[src/rtl/cmp_pkg.sv]
// cmp_pkg: shared definitions for the compare unit.
//   - cmp_op_e    : operation codes seen on the op input (6 and 7 are reserved)
//   - CMP_OP_W    : width of the op field
//   - CMP_RES_BIT : bit of the result word that carries the boolean
package cmp_pkg;

  localparam int CMP_OP_W    = 3;
  localparam int CMP_RES_BIT = 0;

  typedef enum logic [CMP_OP_W-1:0] {
    CMP_EQ   = 3'd0,
    CMP_NE   = 3'd1,
    CMP_LT   = 3'd2,
    CMP_GE   = 3'd3,
    CMP_LTU  = 3'd4,
    CMP_GEU  = 3'd5,
    CMP_RSV6 = 3'd6,
    CMP_RSV7 = 3'd7
  } cmp_op_e;

endpackage

[src/rtl/cmp_eval.sv]
// cmp_eval: combinational evaluation of one compare operation.
// Ports:
//   a_i, b_i  [WIDTH-1:0]     operands
//   op_i      [CMP_OP_W-1:0]  operation code
//   res_o                     boolean result (0 for reserved ops)
//   err_o                     1 when op_i is a reserved code
module cmp_eval
  import cmp_pkg::*;
#(
  parameter int WIDTH = 16
) (
  input  logic [WIDTH-1:0]    a_i,
  input  logic [WIDTH-1:0]    b_i,
  input  logic [CMP_OP_W-1:0] op_i,
  output logic                res_o,
  output logic                err_o
);

  logic lt_s;
  logic lt_u;

  assign lt_s = $signed(a_i) < $signed(b_i);
  assign lt_u = a_i < b_i;

  // GE/GEU are defined as the exact complements of LT/LTU.
  always_comb begin
    res_o = 1'b0;
    err_o = 1'b0;
    case (cmp_op_e'(op_i))
      CMP_EQ:  res_o = (a_i == b_i);
      CMP_NE:  res_o = (a_i != b_i);
      CMP_LT:  res_o = lt_s;
      CMP_GE:  res_o = !lt_s;
      CMP_LTU: res_o = lt_u;
      CMP_GEU: res_o = !lt_u;
      default: err_o = 1'b1;
    endcase
  end

endmodule

[src/rtl/cmp_unit.sv]
// cmp_unit: two-stage pipelined comparator with valid/ready handshakes and a
// saturating count of delivered true results.
// Ports:
//   clk, rst_n               clock, asynchronous active-low reset
//   A, B [WIDTH-1:0]         operands
//   op [2:0]                 operation code (see cmp_pkg::cmp_op_e)
//   in_valid / in_ready      input handshake
//   R [RWIDTH-1:0]           zero-extended boolean result
//   err                      result came from a reserved op
//   out_valid / out_ready    output handshake
//   cnt_clr                  synchronous clear of true_cnt
//   true_cnt [CNTW-1:0]      saturating count of delivered results with R[0]=1
//
// Handshake: a transfer occurs on a rising edge where valid && ready. Valid is
// never withdrawn and data never changes while valid is high and ready is low;
// in_ready depends only on registers and out_ready, never on in_valid.
module cmp_unit
  import cmp_pkg::*;
#(
  parameter int WIDTH  = 16,
  parameter int RWIDTH = 16,
  parameter int CNTW   = 8
) (
  input  logic                clk,
  input  logic                rst_n,
  input  logic [WIDTH-1:0]    A,
  input  logic [WIDTH-1:0]    B,
  input  logic [CMP_OP_W-1:0] op,
  input  logic                in_valid,
  output logic                in_ready,
  output logic [RWIDTH-1:0]   R,
  output logic                err,
  output logic                out_valid,
  input  logic                out_ready,
  input  logic                cnt_clr,
  output logic [CNTW-1:0]     true_cnt
);

  localparam logic [CNTW-1:0] CNT_MAX = {CNTW{1'b1}};

  // Stage 1: captured operands.
  logic                s1_v_q,  s1_v_d;
  logic [WIDTH-1:0]    s1_a_q,  s1_a_d;
  logic [WIDTH-1:0]    s1_b_q,  s1_b_d;
  logic [CMP_OP_W-1:0] s1_op_q, s1_op_d;

  // Stage 2: evaluated result.
  logic                s2_v_q,  s2_v_d;
  logic                res_q,   res_d;
  logic                err_q,   err_d;

  logic [CNTW-1:0]     cnt_q,   cnt_d;

  logic s2_adv;
  logic s1_adv;
  logic out_xfer;
  logic eval_res;
  logic eval_err;

  cmp_eval #(
    .WIDTH (WIDTH)
  ) u_eval (
    .a_i   (s1_a_q),
    .b_i   (s1_b_q),
    .op_i  (s1_op_q),
    .res_o (eval_res),
    .err_o (eval_err)
  );

  assign s2_adv   = !s2_v_q || out_ready;
  assign s1_adv   = !s1_v_q || s2_adv;
  assign in_ready = s1_adv;
  assign out_xfer = s2_v_q && out_ready;

  always_comb begin
    s1_v_d  = s1_v_q;
    s1_a_d  = s1_a_q;
    s1_b_d  = s1_b_q;
    s1_op_d = s1_op_q;
    s2_v_d  = s2_v_q;
    res_d   = res_q;
    err_d   = err_q;
    cnt_d   = cnt_q;

    if (s1_adv) begin
      s1_v_d = in_valid;
      if (in_valid) begin
        s1_a_d  = A;
        s1_b_d  = B;
        s1_op_d = op;
      end
    end

    // Bubbles load zeros so R/err stay clean while out_valid is low.
    if (s2_adv) begin
      s2_v_d = s1_v_q;
      res_d  = s1_v_q && eval_res;
      err_d  = s1_v_q && eval_err;
    end

    // Clear wins over a same-cycle counted transfer.
    if (cnt_clr) begin
      cnt_d = '0;
    end else if (out_xfer && res_q && (cnt_q != CNT_MAX)) begin
      cnt_d = cnt_q + 1'b1;
    end
  end

  always_ff @(posedge clk or negedge rst_n) begin
    if (!rst_n) begin
      s1_v_q  <= 1'b0;
      s1_a_q  <= '0;
      s1_b_q  <= '0;
      s1_op_q <= '0;
      s2_v_q  <= 1'b0;
      res_q   <= 1'b0;
      err_q   <= 1'b0;
      cnt_q   <= '0;
    end else begin
      s1_v_q  <= s1_v_d;
      s1_a_q  <= s1_a_d;
      s1_b_q  <= s1_b_d;
      s1_op_q <= s1_op_d;
      s2_v_q  <= s2_v_d;
      res_q   <= res_d;
      err_q   <= err_d;
      cnt_q   <= cnt_d;
    end
  end

  always_comb begin
    R              = '0;
    R[CMP_RES_BIT] = res_q;
  end

  assign err       = err_q;
  assign out_valid = s2_v_q;
  assign true_cnt  = cnt_q;

endmodule
[config.mk]
export PLATFORM = sky130hd
export DESIGN_NAME = cmp_unit
export DESIGN_NICKNAME = d
export VERILOG_FILES = /design/src/rtl/cmp_pkg.sv /design/src/rtl/cmp_eval.sv /design/src/rtl/cmp_unit.sv
export SDC_FILE = /design/constraint.sdc
export NUM_CORES = 1
export LEC_CHECK = 0
export CORE_ASPECT_RATIO = 1.4
export CORE_UTILIZATION = 50
export DETAILED_ROUTE_END_ITERATION = 8
export PLACE_DENSITY = 0.85
export SYNTH_ARGS = -nofsm -noshare
export SYNTH_HDL_FRONTEND = slang
export SYNTH_HIERARCHICAL = 1
export SYNTH_SLANG_ARGS = --single-unit
[constraint.sdc]
create_clock -name clk -period 5.1 [get_ports clk]
set_input_delay 0.765 -clock clk [delete_from_list [all_inputs] [get_ports clk]]
set_output_delay 0.765 -clock clk [all_outputs]
set_load 0.01 [all_outputs]
==> flow_results.org <==
** Power
- VDD sags by at most roughly 0.22 mV.
- Internal portion of total power :: 665 uW
- Power spread over the standard cell area amounts to 291 nW/um^2.
- Of the total power, the share spent switching nets is 0.275.
- Sequential cell fraction of total power :: 0.490
- The analysis attributes to cell leakage a power of approximately 1.4 nW.
- Clock group share of total power :: 0.270
- NetSw :: between 200 and 300 uW
- The share of total power dissipated in combinational logic is 0.240.
- The design draws roughly 920 uW.

** Outcome
- The flow ran to the end, and the final reports show no timing, DRC or antenna violations.

** CTS
- Maximum number of buffers from clock root to sink :: 2
- CTS Hold Bufs :: 0
- Clock slew seen by the registers of the worst setup and hold paths :: roughly 0.080 ns
- In this run, CTS created clock tree buffers numbering 5.
- The later pin in the worst-skew pair is clocked with a latency of 0.30 ns.
- The cell sitting at the root of the clock tree is a sky130_fd_sc_hd__clkbuf_8.
- CTS sink count :: between 40 and 50
- After clock tree synthesis, the setup repair step added 0 buffers.
- The H-tree generated during clock tree synthesis spans 2 levels.
- After clock tree synthesis, the repair step resized 0 gates.
- TritonCTS built the clock tree.

** Yosys
- Post-synth EDFFs :: 0
- The most used flip-flop cell after synthesis is sky130_fd_sc_hd__dfrtp_1.
- Count of different cell masters after synthesis :: 42
- Asr flop ratio synth :: 1.00
- Number of synthesized register bits :: 47
- Seq/Total Area, Yosys :: 0.458
- Yosys Warn Count :: 6
- Averaged over all synthesized cells, the footprint is about 12 um^2.
- The cell area that synthesis handed to floorplanning was roughly 2600 um^2.
- Synthesis handed over a netlist of 220 instances.

** Floorplanning
- Number of placed I/O pins :: 67
- The die covers between 5000 and 6000 um^2.
- Initial core utilization :: 0.526
- The total area inside the core boundary comes to between 4000 and 5000 um^2.
- From bottom edge to top edge, the die measures approximately 87 um.
- In this run the core area contains 30 standard-cell rows.
- The die is 62.6 um wide.

** Worst setup path
- Worst setup EP type :: primary output
- Arrival time at the worst endpoint :: between 2 and 2.5 ns
- Category of the critical setup timing path :: in -> out
- The worst setup path is launched from an input port.
- Broken down by cell family, the worst path's largest delay share belongs to buffers and inverters.
- Standard cell with the maximum stage delay on the critical path :: sky130_fd_sc_hd__clkdlybuf4s50_1
- Data required time of the critical path :: between 4 and 5 ns
- In this design, the critical path's most frequently occurring cell is sky130_fd_sc_hd__clkdlybuf4s50_1.
- Peak fanout along the critical path :: 6
- Largest stage delay on the critical path :: around 0.55 ns
- Ordered cell list for the critical path :: clkdlybuf4s50_1, nand3b_4, clkdlybuf4s50_1
- The number of buffers and inverters on the critical path is 2.

** GRT
- After global routing the overflow that remains totals 0.
- The number of antenna violations at the first check in global routing was 0.
- Global-route wire length before repair :: between 7000 and 8000 um
- Total routing usage reported by global routing :: 0.181
- The number of global-route vias before repair was between 1500 and 2000.
- Entering global routing, the biggest net connects 48 pins.

** Placed design
- In this run the tool buffered the top-level ports with roughly 50 buffer cells.
- Before CTS, the worst setup slack after placement is 2.30 ns.
- Global placer's final weighted congestion :: approximately 0.75
- Placed Cells incl. Taps :: around 330
- Detailed placement ended at an HPWL of ~3400 um.
- Placed instance area :: 3050 um^2

** Detailed routing
- Average wire per standard cell :: approximately 13 um
- Count of antenna-violating nets left after detailed routing :: 0
- Wires add up to roughly 4400 um.
- Total via count in the routed design :: between 1500 and 2000
- DRC marker count from the first detailed-route iteration :: 90
- Vias per cell :: between 5 and 6
- The pre-antenna-repair detailed-routing pass consisted of 3 iterations.
- In the routed design, unresolved DRC markers number 0.

** Timing
- Final worst slack :: approximately 2.3 ns
- Final number of max-transition violations :: 0
- Clock period minus final worst setup slack :: between 2 and 3 ns
- Across the routed clock network, the largest skew measured is between 0.009 and 0.01 ns.
- Headroom to the max-slew limit came out at 0.311.
- The number of hold-slack violations in the final timing report is 0.
- Period Utilization, post-route :: 0.549
- Unrepaired setup endpoints after global routing :: false
- After routing, the total negative slack on setup checks comes to 0 ns.
- Setup violations remaining at the end of the flow were counted as 0.
- Transition time at the pin with the least slew margin :: between 1 and 1.5 ns
- Max Clock Freq :: roughly 0.36 GHz

** Finish
- The library cell used most frequently in the layout, excluding fill and tap cells, is sky130_fd_sc_hd__clkdlybuf4s50_1.
- Relative to the synthesized area, the layout overhead comes to 22.8%.
- At the end of the flow, the number of nets in the layout was around 330.
- Summing all flip-flop and latch instances after layout gives between 1000 and 1500 um^2.
- Antenna diode instance count :: 0
- Multi-input gate area :: roughly 1200 um^2
- Most frequent cells in the layout :: 50 x sky130_fd_sc_hd__clkdlybuf4s50_1, 47 x sky130_fd_sc_hd__dfrtp_1, 38 x sky130_fd_sc_hd__mux2_2
- The finished cells cover between 3000 and 4000 um^2.
- Filler cell count :: 420
- Of the cells placed in the final design, the portion with a size suffix greater than 1 is 0.198.
- Filler-free cell count of the finished design :: 337

** Flow run
- The tool flagged a number of max-cap violations equal to 0.

** Min path
- The path class of the tightest hold or removal check is reg -> reg.
[layer usage]
layer | wire length, um | share of wire | up-vias | track usage
li1 | - | - | 850 | -
met1 | 1780 | 0.40 | 831 | 0.192
met2 | 2410 | 0.54 | 51 | 0.353
met3 | 189 | 0.043 | 7 | 0.0342
met4 | 67 | 0.015 | 0 | 0.0655
met5 | 0 | 0 | - | 0
[state kept, by name, summed over array words and instances, names as in the netlist]
| name | count |
|---|---|
| s1_b_q | 16 |
| s1_a_q | 16 |
| s1_v_q | 1 |
| true_cnt | 8 |
| res_q | 1 |
| out_valid | 1 |
| s1_op_q | 3 |
| err | 1 |
[metrics by stage]
stage,utilization,hold slack [ns]
3_5_place_dp,0.625,0.483
5_1_grt,0.646,0.524
3_3_place_gp,0.625,0.462
2_1_floorplan,-,0.469
6_report,0.646,0.496
4_1_cts,0.646,0.502
[cell families after synthesis]
logic type | Yosys count | synth area share
xor gates and xnor gates | 1 | 0.00341
adders and majority gates | 17 | 0.0828
muxes | 39 | 0.171
AOI/OAI and AO/OA | 23 | 0.0599
other | 1 | 0.00146
and+or+nand+nor | 54 | 0.136
DFF | 47 | 0.458
buffers and inverters | 38 | 0.0877
[layout make-up]
cell class | instances | share of cell area
clock inverters | 1 | 0.00238
multi-input cells | 149 | 0.387
flip-flops and latches | 47 | 0.373
clock buffers | 7 | 0.0306
repair buffers | 51 | 0.160
well taps | 64 | 0.0254
inverters | 18 | 0.0214
[power groups by stage]
stage | logic, mW | registers [mW] | clock network [mW]
after floorplan | 0.159 | 0.449 | 0
after global placement | 0.212 | 0.455 | 0
after detailed placement | 0.221 | 0.458 | 0
after CTS | 0.223 | 0.450 | 0.259
after global routing | 0.247 | 0.457 | 0.270
final | 0.220 | 0.450 | 0.248
[worst paths after layout]
kind,from,endpoint,slack (ns),cells after the start
min reg2reg,err,err,0.50,2
max reg2reg,s1_b_q[15],res_q,2.57,9
min in group asynchronous,rst_n,s1_b_q[15],0.65,1
max in group asynchronous,rst_n,s1_op_q[2],3.82,1
max,out_ready,in_ready,2.30,3
min,err,err,0.50,2
[tightest hold or removal path, cell delays in order (launching register included)]
cell	delay, ns
sky130_fd_sc_hd__dfrtp_1	0.35
sky130_fd_sc_hd__nand2_1	0.05
sky130_fd_sc_hd__o21ai_0	0.06
[synth_stat cells, types with 2 or more instances]
| cell | n | area share |
|---|---|---|
| sky130_fd_sc_hd__a21oi_1 | 9 | 0.018 |
| sky130_fd_sc_hd__buf_4 | 16 | 0.047 |
| sky130_fd_sc_hd__nand2b_1 | 3 | 0.0073 |
| sky130_fd_sc_hd__nand2_1 | 7 | 0.010 |
| sky130_fd_sc_hd__nand3_1 | 5 | 0.0097 |
| sky130_fd_sc_hd__and4_1 | 4 | 0.014 |
| sky130_fd_sc_hd__a311oi_1 | 3 | 0.010 |
| sky130_fd_sc_hd__mux2_2 | 38 | 0.17 |
| sky130_fd_sc_hd__buf_6 | 3 | 0.013 |
| sky130_fd_sc_hd__nor4_1 | 2 | 0.0049 |
| sky130_fd_sc_hd__o21ai_0 | 3 | 0.0058 |
| sky130_fd_sc_hd__nor2b_1 | 6 | 0.015 |
| sky130_fd_sc_hd__and2_1 | 2 | 0.0049 |
| sky130_fd_sc_hd__dfrtp_1 | 47 | 0.46 |
| sky130_fd_sc_hd__nor2_1 | 6 | 0.0088 |
| sky130_fd_sc_hd__nor3_1 | 2 | 0.0039 |
| sky130_fd_sc_hd__nand3b_1 | 2 | 0.0058 |
| sky130_fd_sc_hd__ha_1 | 17 | 0.083 |
| sky130_fd_sc_hd__nand4_1 | 5 | 0.012 |
| sky130_fd_sc_hd__inv_1 | 18 | 0.026 |
(Power assumes the default switching activity.)
